### config.mk
export PLATFORM = sky130hd
export DESIGN_NAME = pwm_driver
export DESIGN_NICKNAME = d
export VERILOG_FILES = /design/src/rtl/pwm_driver.sv
export SDC_FILE = /design/constraint.sdc
export NUM_CORES = 1
export LEC_CHECK = 0
export ABC_AREA = 1
export CORE_ASPECT_RATIO = 1.5
export CORE_MARGIN = 10
export CORE_UTILIZATION = 30
export CTS_CLUSTER_DIAMETER = 200
export DETAILED_ROUTE_END_ITERATION = 10
export PLACE_DENSITY = 0.49
export SKIP_LAST_GASP = 1
export SYNTH_ARGS = -nofsm -noshare
export SYNTH_HDL_FRONTEND = slang
export SYNTH_SLANG_ARGS = --single-unit
### constraint.sdc
create_clock -name clk -period 1.4 [get_ports clk]
set_input_delay 0.28 -clock clk [delete_from_list [all_inputs] [get_ports clk]]
set_output_delay 0.28 -clock clk [all_outputs]
set_load 0.03 [all_outputs]
### src/rtl/pwm_driver.sv
// PWM output stage with a shadowed duty register and a per-period done strobe.
// The duty value is reloaded only on period wrap, so mid-period changes never cause runt pulses.
module pwm_driver #(
  parameter int N        = 8,
  parameter int PRESCALE = 1
) (
  input  logic         clk,
  input  logic         rst,
  input  logic         ena,
  input  logic [N-1:0] duty,
  output logic         out,
  output logic         period_done
);

  localparam int PW = (PRESCALE > 1) ? $clog2(PRESCALE) : 1;
  localparam logic [PW-1:0] PTOP = PW'(PRESCALE - 1);

  typedef enum logic {
    IDLE = 1'b0,
    RUN  = 1'b1
  } state_t;

  state_t         r_state, w_state_n;
  logic [N-1:0]   r_cnt, w_cnt_n;
  logic [N-1:0]   r_duty_q, w_duty_n;
  logic [PW-1:0]  r_pcnt, w_pcnt_n;
  logic           r_pd, w_pd_n;
  logic           w_step;
  logic           w_wrap;

  assign w_step = (r_state == RUN) && ena && (r_pcnt == PTOP);
  assign w_wrap = w_step && (r_cnt == '1);

  always_ff @(posedge clk or posedge rst) begin
    if (rst) begin
      r_state  <= IDLE;
      r_cnt    <= '0;
      r_pcnt   <= '0;
      r_duty_q <= '0;
      r_pd     <= 1'b0;
    end else begin
      r_state  <= w_state_n;
      r_cnt    <= w_cnt_n;
      r_pcnt   <= w_pcnt_n;
      r_duty_q <= w_duty_n;
      r_pd     <= w_pd_n;
    end
  end

  always_comb begin
    w_state_n = r_state;
    w_cnt_n   = r_cnt;
    w_pcnt_n  = r_pcnt;
    w_duty_n  = r_duty_q;
    w_pd_n    = 1'b0;
    unique case (r_state)
      IDLE: begin
        w_cnt_n  = '0;
        w_pcnt_n = '0;
        if (ena) begin
          w_state_n = RUN;
          w_duty_n  = duty;
        end
      end
      RUN: begin
        // Dropping ena takes priority over a coincident wrap: no strobe, no reload.
        if (!ena) begin
          w_state_n = IDLE;
          w_cnt_n   = '0;
          w_pcnt_n  = '0;
        end else if (w_step) begin
          w_pcnt_n = '0;
          w_cnt_n  = r_cnt + 1'b1;
          if (w_wrap) begin
            w_duty_n = duty;
            w_pd_n   = 1'b1;
          end
        end else begin
          w_pcnt_n = r_pcnt + 1'b1;
        end
      end
      default: w_state_n = IDLE;
    endcase
  end

  assign out         = (r_state == RUN) && (r_cnt < r_duty_q);
  assign period_done = r_pd;

endmodule

==> impl_metrics.tcl <==
set metrics [dict create \
    syn_inst 134 \
    syn-cell-area_um2 1090 \
    synth-main-ff-cell "dfrtp_1" \
    dpl.hpwl_um 1920 \
    postPlaceCellArea_um2 1380 \
    p_sw_uw 353 \
    power_frac_seq_pct 48.5 \
    drive_gt1_share_pct 33.7 \
    maxSlewViolCount 0 \
    ys_ff_latch 19 \
    drc 0 \
    io_buffers 12 \
    synth_edf_count 0 \
    fp-row-count 26 \
    die_h_um 93.8 \
    path_cells "inv_2 > ha_4 > nand2_2 > nand2_1 > nor2_2 > nand3_2 > a21oi_4 > buf_6" \
    finalNetCount 189 \
    crit_fanout 2 \
    cts_buffers 3 \
    track_usage_pct 8.24 \
    wirelength_um 2510 \
    synth_cell_type_count 21 \
    holdWs_ps 349 \
    synth_seq_area_share_pct 43.6 \
    clk_path_buf_depth 2 \
    start_util_pct 31.6 \
    ant_nets 0 \
    grt_pass1_vias 1036 \
    synthTopCellsByCount "nand2_1, dfrtp_1, inv_1" \
    io_pins 13 \
    internal_power_uw 905 \
    diodes 0 \
    drv_cap 0 \
    p_comb_share_pct 19.9 \
    violations "negative setup slack" \
    cts.sinks 19 \
    viasPerCell 4.51 \
    place_congestion 0.775 \
    synth.avg_cell_area_um2 8.13 \
    first_pass_iters 4 \
    clock_latency_ps 260 \
    switching_share_pct 28.0 \
    tritoncts "done" \
    layout_worst_path_cycle_share_pct 127 \
    synth.top_cells.by_area "dfrtp_1, nand2_1, ha_1, nand3_1, inv_1" \
    start_kind "flop" \
    root_buffer "clkbuf_8" \
    fin_skew_ps 1.99 \
    htreeDepth 1 \
    clkTransAtPathRegs_ps 80 \
    worstSetupPathType "reg -> out" \
    required_ps 1120 \
    yosys.area.top_type "dfrtp_1" \
    coreArea_um2 3450 \
    cp-end-kind "output pin" \
    finalHoldViolations 0 \
    grt_remaining_overflow 0 \
    vias 952 \
    finalSetupViolCount 1 \
    synth.net_count 153 \
    grt_pass1_wl_um 4460 \
    drt-wirelength-per-cell_um 11.9 \
    die_w_um 69.2 \
    async_reset_ff_share_pct 100 \
    slowest_delay_ps 400 \
    rsz0062_at_grt "yes" \
    clkPwrFrac_pct 31.6 \
    period_needed_ps 1770 \
    vdd_ir_drop_max_mv 0.560 \
    worstPathArrival_ps 1490 \
    leakage_uw 0.000778 \
    drt_iter0_drc 11 \
    area_growth_pct 45.7 \
    finalInstanceArea_um2 1590 \
    fmax_mhz 564 \
    power_density_nw_per_um2 792 \
    synth_top_cell_area_share_pct 43.6 \
    postCtsHoldBufs 0 \
    status "complete, but fails checks" \
    grt_max_degree 20 \
    yosysWarnings 0 \
    synth_most_common_cell "nand2_1" \
    crit_slowest_cell "dfrtp_1" \
    worst_slack_ps -372 \
    hold_path_class "in -> async" \
    die_area_um2 6490 \
    antenna_found_initial 0 \
]
[layout by cell type (no fill, tap or decap)]
master           instances
buf_4                   18
a21oi_1                  4
ha_1                     5
nand3_4                  1
dlygate4sd2_1            1
nor3_4                   1
nor2_4                   3
and3_1                   1
nand2_2                 11
nor2_2                   1
a21oi_4                  1
nor3_1                   3
ha_4                     3
nor2_1                   7
nand3b_1                 1
nand3_1                 13
a21oi_2                  1
nand3_2                  2
inv_2                    4
dfrtp_1                 19
nand2_4                  1
clkdlybuf4s50_1         10
clkbuf_8                 3
nand2_8                  2
clkinv_2                 1
o21ai_1                  3
buf_12                   1
buf_6                    3
nand2_1                 28
inv_1                   16
conb_1                   1
[critical path, delay by kind of cell, from the launching register on]
| family | cells | cell delay, ps |
|---|---|---|
| buf+inv | 2 | 220 |
| simple gates | 4 | 300 |
| flops | 1 | 400 |
| compound gates | 1 | 120 |
| fa+ha+maj | 1 | 200 |
[cell type report]
type                    instances  area (µm²)
clock buffers                   3        41.3
inverters                      20        75.1
flip-flops and latches         19         475
clock inverters                 1        5.00
repair buffers                 33         298
multi-input cells              93         641
fillers                       364        1860
well taps                      42        52.6
[through the flow]
| stage | cells | util (%) | setup WS, ps | setup TNS, ps | total power [µW] |
|---|---|---|---|---|---|
| after floorplan | 134 | - | -57.0 | -57.0 | 730 |
| after global placement | 200 | 39.9 | -142 | -1280 | 804 |
| after detailed placement | 200 | 39.9 | -172 | -1450 | 813 |
| after CTS | 206 | 43.7 | -371 | -371 | 1240 |
| after global routing | 211 | 46.0 | -453 | -643 | 1330 |
| final | 211 | 46.0 | -372 | -372 | 1260 |
[logic make-up (layout without fill, tap and decap cells)]
kind of cell | after synthesis | count (layout) | synth area share [%]
flip-flops | 19 | 19 | 43.6
other | 1 | 1 | 0.344
AND/OR/NAND/NOR | 75 | 75 | 34.1
adder cells (fa/ha/maj) | 8 | 8 | 9.19
buffers and inverters | 22 | 57 | 8.61
AO/OA/AOI/OAI | 9 | 9 | 4.13
[registers in the layout, indices dropped and copies added (netlist names)]
| name | count |
|---|---|
| r_duty_q | 8 |
| r_cnt | 8 |
| period_done | 1 |
| r_pcnt | 1 |
| r_state | 1 |
[per-layer routing]
layer / vias to the layer above / global-route usage [%] / wire (µm)
met2: 15 / 16.0 / 1360
met5: - / 0 / 0
met3: 5 / 1.90 / 83
met4: 0 / 4.55 / 47
li1: 492 / - / -
met1: 440 / 7.68 / 1020
[timing repair]
action	CTS	global route
pin swaps	6	6
setup buffers	2	5
setup endpoints to repair	10	10
gates resized for setup	17	11
[path summary, 6_finish.rpt]
check | end | slack, ps | startpoint | depth (start not counted)
worst min register to register | r_duty_q[3] | 470 | r_duty_q[3] | 2
worst min-delay path | r_cnt[1] | 350 | rst | 3
worst max register to register | r_duty_q[5] | 40 | r_cnt[1] | 9
worst max-delay path | out | -370 | r_duty_q[7] | 8
max in group asynchronous | r_cnt[4] | 840 | rst | 3
min in group clk | r_duty_q[3] | 470 | r_duty_q[3] | 2
[power by group through the flow]
| stage | Combinational (µW) | Clock [µW] | Sequential, µW |
|---|---|---|---|
| finish | 250 | 397 | 610 |
| global route | 282 | 435 | 614 |
| CTS | 223 | 412 | 606 |
| detailed placement | 197 | 0 | 616 |
| global placement | 189 | 0 | 615 |
| floorplan | 119 | 0 | 611 |
Power figures use the tool's default switching activity.
